$ cat config.mk
export PLATFORM = sky130hd
export DESIGN_NAME = ex_result_buffer
export DESIGN_NICKNAME = d
export VERILOG_FILES = /design/src/rtl/ex_result_buffer.sv
export SDC_FILE = /design/constraint.sdc
export NUM_CORES = 1
export LEC_CHECK = 0
export ABC_CLOCK_PERIOD_IN_PS = 3000
export CORE_UTILIZATION = 45
export CTS_BUF_LIST = sky130_fd_sc_hd__clkbuf_16
export CTS_CLUSTER_DIAMETER = 120
export DETAILED_ROUTE_END_ITERATION = 8
export PLACE_DENSITY = 0.78
export SYNTH_ARGS = -nofsm -noshare
export SYNTH_HDL_FRONTEND = slang
export SYNTH_SLANG_ARGS = --single-unit
$ cat constraint.sdc
create_clock -name clk -period 3 [get_ports clk]
set_input_delay 0.6 -clock clk [delete_from_list [all_inputs] [get_ports clk]]
set_output_delay 0.6 -clock clk [all_outputs]
set_load 0.02 [all_outputs]
$ cat src/rtl/ex_result_buffer.sv
// Execute-stage result buffer: 2-entry skid buffer between the ALU and writeback.
// Optional operand-bypass outputs (fwd_*) are enabled by defining EX_FWD_EN.
module ex_result_buffer #(
  parameter int DATA_W = 32,
  parameter int RD_W   = 5
) (
  input  logic              clk,
  input  logic              rst_n,
  input  logic              in_valid,
  output logic              in_ready,
  input  logic [DATA_W-1:0] in_result,
  input  logic              in_zero,
  input  logic [RD_W-1:0]   in_rd,
  input  logic              in_reg_write,
  output logic              out_valid,
  input  logic              out_ready,
  output logic [DATA_W-1:0] out_result,
  output logic              out_zero,
  output logic [RD_W-1:0]   out_rd,
  output logic              out_reg_write,
  input  logic              flush,
  output logic [1:0]        occupancy
`ifdef EX_FWD_EN
  ,
  output logic              fwd_valid,
  output logic [RD_W-1:0]   fwd_rd,
  output logic [DATA_W-1:0] fwd_data
`endif
);

  typedef enum logic [1:0] {EMPTY = 2'd0, ONE = 2'd1, FULL = 2'd2} state_t;

  state_t r_state, w_state_next;
  logic   r_in_ready;

  logic [DATA_W-1:0] r_main_result, r_skid_result;
  logic              r_main_zero,   r_skid_zero;
  logic [RD_W-1:0]   r_main_rd,     r_skid_rd;
  logic              r_main_we,     r_skid_we;

  logic w_accept, w_pop, w_main_valid, w_skid_valid, w_in_we;
  logic w_load_main_in, w_load_main_skid, w_load_skid_in;

  assign w_main_valid = (r_state != EMPTY);
  assign w_skid_valid = (r_state == FULL);
  assign w_accept     = in_valid & r_in_ready;
  assign w_pop        = w_main_valid & out_ready;
  assign w_in_we      = in_reg_write & (in_rd != '0);

  always_comb begin
    w_state_next     = r_state;
    w_load_main_in   = 1'b0;
    w_load_main_skid = 1'b0;
    w_load_skid_in   = 1'b0;
    case (r_state)
      EMPTY: if (w_accept) begin
        w_state_next   = ONE;
        w_load_main_in = 1'b1;
      end
      ONE: begin
        if (w_accept && w_pop) begin
          w_load_main_in = 1'b1;
        end else if (w_accept) begin
          w_state_next   = FULL;
          w_load_skid_in = 1'b1;
        end else if (w_pop) begin
          w_state_next   = EMPTY;
        end
      end
      FULL: if (w_pop) begin
        w_state_next     = ONE;
        w_load_main_skid = 1'b1;
      end
      default: w_state_next = EMPTY;
    endcase
    // Flush wins over everything; suppressing loads keeps data registers untouched.
    if (flush) begin
      w_state_next     = EMPTY;
      w_load_main_in   = 1'b0;
      w_load_main_skid = 1'b0;
      w_load_skid_in   = 1'b0;
    end
  end

  always_ff @(posedge clk or negedge rst_n) begin
    if (!rst_n) begin
      r_state    <= EMPTY;
      r_in_ready <= 1'b1;
    end else begin
      r_state    <= w_state_next;
      r_in_ready <= (w_state_next != FULL);
    end
  end

  always_ff @(posedge clk or negedge rst_n) begin
    if (!rst_n) begin
      r_main_result <= '0;
      r_main_zero   <= 1'b0;
      r_main_rd     <= '0;
      r_main_we     <= 1'b0;
      r_skid_result <= '0;
      r_skid_zero   <= 1'b0;
      r_skid_rd     <= '0;
      r_skid_we     <= 1'b0;
    end else begin
      if (w_load_main_in) begin
        r_main_result <= in_result;
        r_main_zero   <= in_zero;
        r_main_rd     <= in_rd;
        r_main_we     <= w_in_we;
      end else if (w_load_main_skid) begin
        r_main_result <= r_skid_result;
        r_main_zero   <= r_skid_zero;
        r_main_rd     <= r_skid_rd;
        r_main_we     <= r_skid_we;
      end
      if (w_load_skid_in) begin
        r_skid_result <= in_result;
        r_skid_zero   <= in_zero;
        r_skid_rd     <= in_rd;
        r_skid_we     <= w_in_we;
      end
    end
  end

  assign in_ready      = r_in_ready;
  assign out_valid     = w_main_valid;
  assign out_result    = r_main_result;
  assign out_zero      = r_main_zero;
  assign out_rd        = r_main_rd;
  assign out_reg_write = r_main_we;
  assign occupancy     = {1'b0, w_main_valid} + {1'b0, w_skid_valid};

`ifdef EX_FWD_EN
  logic w_fwd_skid, w_fwd_main;

  // Skid is the younger entry, so it wins when both are writing.
  assign w_fwd_skid = w_skid_valid & r_skid_we;
  assign w_fwd_main = w_main_valid & r_main_we;

  always_comb begin
    fwd_valid = 1'b0;
    fwd_rd    = '0;
    fwd_data  = '0;
    if (w_fwd_skid) begin
      fwd_valid = 1'b1;
      fwd_rd    = r_skid_rd;
      fwd_data  = r_skid_result;
    end else if (w_fwd_main) begin
      fwd_valid = 1'b1;
      fwd_rd    = r_main_rd;
      fwd_data  = r_main_result;
    end
  end
`endif

endmodule

# [After elaboration in Yosys (flattened, before gate mapping)]
# Index checks and enable logic that the tools add are counted.
# W data, S select, Z words.
[classes] bitwise_logic=3 mux=25 addsub=1 n_reduce_logical=5 n_eq_ne=3
[op_table] cell="$mux W32" n=2
[op_table] cell="$mux W1" n=13
[op_table] cell="$mux W2" n=6
[op_table] cell="$mux W5" n=2
[op_table] cell="$pmux W2 S3" n=1
[op_table] cell="$reduce_bool A5 Y1" n=1
[op_table] cell="$reduce_bool A2 Y1" n=2
[op_table] cell="$and A1 B1 Y1" n=3
[op_table] cell="$add A1 B1 Y2" n=1
[op_table] cell="$eq A2 B1 Y1 const B" n=1
[op_table] cell="$eq A2 B2 Y1 const B" n=1
[op_table] cell="$logic_not A2 Y1" n=1
[op_table] cell="$ne A2 B2 Y1 const B" n=1
[op_table] cell="$pmux W1 S2" n=1
[op_table] cell="$logic_and A1 B1 Y1" n=1
[totals] in_bits=44 out_inout_bits=43 reg_bits=81 elab_cells=47

# [Depth between registers and ports, before layout]
[depth] word_depth=8 depth_mapped=6 ltp_nobuf=4

# [Least setup slack after synthesis]
# No wires, ideal clock.
[synth_timing] kind="reg-to-reg" startpoint="reg r_in_ready, in the netlist in_ready" endpoint="reg r_main_rd[4], in the netlist out_rd[4]" arrival_ps=1587 path_slack_ps=1286 path_buffers=2 t_required_ps=2873 path_stages_with_launch=7 path_cell_list="dfstp_2 > nand4b_1 > a31o_2 > buf_6 > buf_6 > a222oi_1 > inv_1"
[synth_between] elab_chain_len=6 elab_cells_between_ends=8 cone_classes="mux: 5; bitwise: 1; reduce/logical: 2"
[synth_lines] item="from (decl)" line="34" text="logic r_in_ready;"
[synth_lines] item="from (signal assigned)" line="91" text="r_in_ready <= (w_state_next != FULL);"
[synth_lines] item="$and A1 B1 Y1 *" line="46" text="assign w_accept = in_valid & r_in_ready;"
[synth_lines] item="$logic_and A1 B1 Y1" line="61" text="if (w_accept && w_pop) begin"
[synth_lines] item="$mux W1" line="61"
[synth_lines] item="$pmux W1 S2 *" line="55" text="case (r_state)"
[synth_lines] item="$mux W1 *" line="77" text="if (flush) begin"
[synth_lines] item="$mux W5 or $reduce_bool A2 Y1 (tied branches)"
[synth_lines] item="to (signal assigned)" line="109" text="r_main_rd <= in_rd;"
[synth_lines] item="to (signal assigned)" line="114" text="r_main_rd <= r_skid_rd;"
[synth_lines] item="to (decl)" line="38" text="logic [RD_W-1:0] r_main_rd, r_skid_rd;"
# Every way passes the cells marked *; elsewhere a longest branch is shown, timed or not.
# A chain may end at the register's enable or synchronous reset.

# [Worst setup path after layout]
[layout_timing] startpoint="reg r_state[0]" endpoint="out occupancy[1]"
[layout_between] elab_chain_len=2 elab_cells_between_ends=3 cone_classes="add/sub: 1; eq/ne: 1; reduce/logical: 1"
[layout_lines] item="from (decl)" line="33" text="state_t r_state, w_state_next;"
[layout_lines] item="from (signal assigned)" line="90" text="r_state <= w_state_next;"
[layout_lines] item="$eq A2 B2 Y1 or $reduce_bool A2 Y1 (tied branches)" line="45, 44"
[layout_lines] item="$add A1 B1 Y2 *" line="132" text="assign occupancy = {1'b0, w_main_valid} + {1'b0, w_skid_valid};"
[layout_lines] item="to (decl)" line="22" text="output logic [1:0] occupancy"
# Marked as above.

==> impl_metrics.json <==
{
  "use_met2_pct": 35.0,
  "worst_ep_required_time_ns": 2.40,
  "critPathKind": "flop to output pin",
  "layout_cells_excl_fill": 426,
  "post-place-ws_ns": 0.519,
  "syn-cell-area_um2": 3240,
  "fin_crit_ns": 2.25,
  "htree_levels": 3,
  "timing.critical_path.fanout_max": 6,
  "die_width_um": 86.8,
  "gate_power_share_pct": 21.8,
  "grt_util_met1_pct": 25.0,
  "cp_slowest_cell": "sky130_fd_sc_hd__clkdlybuf4s50_1",
  "core_um2": 6870,
  "post-route-cell-area_um2": 4510,
  "first_pass_grt_wire_length_um": 11700,
  "share_of_flip_flops_with_an_asynchronous_set_or_reset_after_synthesis_pct": 100,
  "grt_max_degree": 82,
  "startpoint_type": "flop",
  "vias_per_cell": 5.54,
  "status": "completed",
  "num-nets-final": 369,
  "maxSlewHeadroom_pct": 34.0,
  "synth.top_cell.area_share_pct": 61.8,
  "setup_viol_count_final": 0,
  "drt_first_iter_violations": 244,
  "cts_setup_buffers": 0,
  "clock_sinks": 81,
  "global_route.usage.met3_pct": 6.48,
  "yosysMostFrequentCell": "sky130_fd_sc_hd__dfrtp_1",
  "placedInstanceArea_um2": 4200,
  "dpl.hpwl_um": 4390,
  "postLayoutSetupSlackWorst_ns": 0.749,
  "insertion_delay_ns": 0.33,
  "period_share_pct": 75.0,
  "synthesis.area_per_instance_um2": 13.5,
  "post-route-drc-count": 0,
  "power.clock.fraction_pct": 33.8,
  "timing.fmax_mhz": 444,
  "setup_tns_ns": 0,
  "synth-seq-cells": 81,
  "max_stage_delay_ns": 0.60,
  "ff2ff_path_depth": 4,
  "dp.cells": 410,
  "route.vias.total": 2360,
  "fp-row-count": 30,
  "cp-end-kind": "output pin",
  "cts_tree": "built",
  "cts-hold-fix-buffers": 0,
  "ctsLongestPathBuffers": 2,
  "floorplan.die.height_um": 86.8,
  "postSynthCellCount": 239,
  "n_antenna_cell": 0,
  "initial_utilization_pct": 47.1,
  "cts_made_buffers": 9,
  "layout-drive-gt1-share_pct": 20.0,
  "grt_use_total_pct": 20.4,
  "syn-num-nets": 283,
  "areaGrowthSynthToFinish_pct": 39.4,
  "number_of_pins_with_negative_max_slew_slack_in_the_final_report": 0,
  "dominantRegCellSynth": "sky130_fd_sc_hd__dfrtp_1",
  "routed_wire_length_per_instance_um": 16.6,
  "clock_tree_root": "sky130_fd_sc_hd__clkbuf_16",
  "clk_transition_reported_paths_ns": 0.06,
  "worst-path-buf-inv": 2,
  "io_buffers": 86,
  "grt_setup_unrepaired": "false",
  "maxcap_viol_count": 0,
  "cellPowerDensity_nw_per_um2": 741,
  "synth.yosys.seq_area_share_pct": 62.7,
  "number_of_antenna_violations_at_the_first_check_in_global_routing": 0,
  "ant_nets": 0,
  "pwr-share-seq_pct": 44.4,
  "yosys_warning_count": 0,
  "synth.cells.most_frequent": "80 x sky130_fd_sc_hd__dfrtp_1, 40 x sky130_fd_sc_hd__inv_1, 38 x sky130_fd_sc_hd__a222oi_1, 38 x sky130_fd_sc_hd__mux2_2, 8 x sky130_fd_sc_hd__buf_2",
  "worstMarginPinSlew_ns": 0.990,
  "critPathArrivalTime_ns": 1.65,
  "crit_path_max_delay_family": "buffers and inverters",
  "hold_path.class": "primary input to asynchronous set/reset pin",
  "wl_final_um": 7070,
  "yosys.area.top_type": "sky130_fd_sc_hd__dfrtp_1",
  "grt_pass1_vias": 2432,
  "num-fill-cells": 513,
  "i_o_pin_cnt": 87,
  "gpl.final_weighted_congestion": 0.703,
  "cts_resized": 0,
  "design.die.area_um2": 7540,
  "grt_overflow": 0,
  "drtPass1Iterations": 7,
  "cp_cell_sequence": "nand2b_1 > inv_1 > clkdlybuf4s50_1",
  "netlist_top_cells_area": "sky130_fd_sc_hd__dfrtp_1 62%, sky130_fd_sc_hd__mux2_2 13%, sky130_fd_sc_hd__a222oi_1 12%",
  "netlist-cell-type-count": 25,
  "irDropWorstVdd_mv": 0.408,
  "cell_internal_pwr_w": 0.00248,
  "post_synth_edffs": 0,
  "switchingPower_w": 0.000866,
  "worst_clock_skew_ns": 0.00503,
  "power.switching_fraction_pct": 25.9,
  "finalHoldViolCount": 0,
  "grt.busiest_layer": "met2",
  "p_leak_nw": 2.14,
  "timing.critical_path.depth": 3
}
area by class of cell:
class	instances	area [µm²]	share of cell area (%)
flip-flops and latches	81	2030	45.0
inverters	40	150	3.33
multi-input cells	101	985	21.8
repair buffers	92	916	20.3
clock inverters	7	87.6	1.94
well taps	96	120	2.66
clock buffers	9	225	4.99
kinds of logic after synthesis:
| kind of cell | synth area share (%) |
|---|---|
| AOI/OAI and AO/OA | 13.3 |
| buffers and inverters | 7.38 |
| muxes | 13.2 |
| and+or+nand+nor | 3.48 |
| DFF | 62.7 |
power by group through the flow:
| stage | Combinational, W | Sequential, W | Clock [W] |
|---|---|---|---|
| floorplan | 0.000293 | 0.00158 | 0 |
| global placement | 0.000710 | 0.00148 | 0 |
| detailed placement | 0.000732 | 0.00150 | 0 |
| CTS | 0.000738 | 0.00148 | 0.00115 |
| global route | 0.000786 | 0.00151 | 0.00120 |
| finish | 0.000728 | 0.00148 | 0.00113 |
through the flow:
step           util (%)  power (W)  hold slack [ns]
2_1_floorplan         -    0.00188            0.304
3_3_place_gp       61.1    0.00220            0.460
3_5_place_dp       61.1    0.00223            0.465
4_1_cts            65.7    0.00337            0.478
5_1_grt            65.7    0.00350            0.516
6_report           65.7    0.00334            0.426
state kept, by name, summed over array words and instances, names as in the netlist:
name	cells
out_reg_write	1
r_skid_result	32
out_rd	5
r_skid_we	1
r_state	2
in_ready	1
r_skid_zero	1
r_skid_rd	5
out_zero	1
out_result	32
worst register-to-register path, cell delays in order, from the launching register on:
cell and delay (ns):
sky130_fd_sc_hd__dfstp_2 0.57, sky130_fd_sc_hd__nand4b_1 0.10, sky130_fd_sc_hd__a31o_2 0.52, sky130_fd_sc_hd__a222oi_1 0.47, sky130_fd_sc_hd__inv_1 0.08
layer usage:
metal / wire length [µm] / up-vias
li1: - / 1063
met1: 2880 / 1190
met2: 3620 / 101
met3: 518 / 6
met4: 60 / 0
met5: 0 / -
path summary, 6_finish.rpt:
check	endpoint	slack, ns	startpoint
min	out_result[24]	0.43	rst_n
max reg2reg	out_rd[1]	1.14	in_ready
max	occupancy[1]	0.75	r_state[0]
min in group clk	out_reg_write	0.47	out_reg_write
min reg2reg	out_reg_write	0.47	out_reg_write
max in group asynchronous	out_result[1]	1.92	rst_n
placed cells by master (no fill, tap or decap), types with 2 or more instances in the layout:
cell                              netlist  final
sky130_fd_sc_hd__clkinvlp_4             0      2
sky130_fd_sc_hd__buf_4                  0      6
sky130_fd_sc_hd__a222oi_1              38     38
sky130_fd_sc_hd__clkdlybuf4s50_1        0     85
sky130_fd_sc_hd__nand2_1                6      5
sky130_fd_sc_hd__mux2_2                38     38
sky130_fd_sc_hd__dfrtp_1               80     80
sky130_fd_sc_hd__bufinv_16              0      2
sky130_fd_sc_hd__nand3_1                2      2
sky130_fd_sc_hd__inv_1                 40     42
sky130_fd_sc_hd__o21ai_0                2      2
sky130_fd_sc_hd__clkbuf_16              0      9
(Power assumes the default switching activity.)
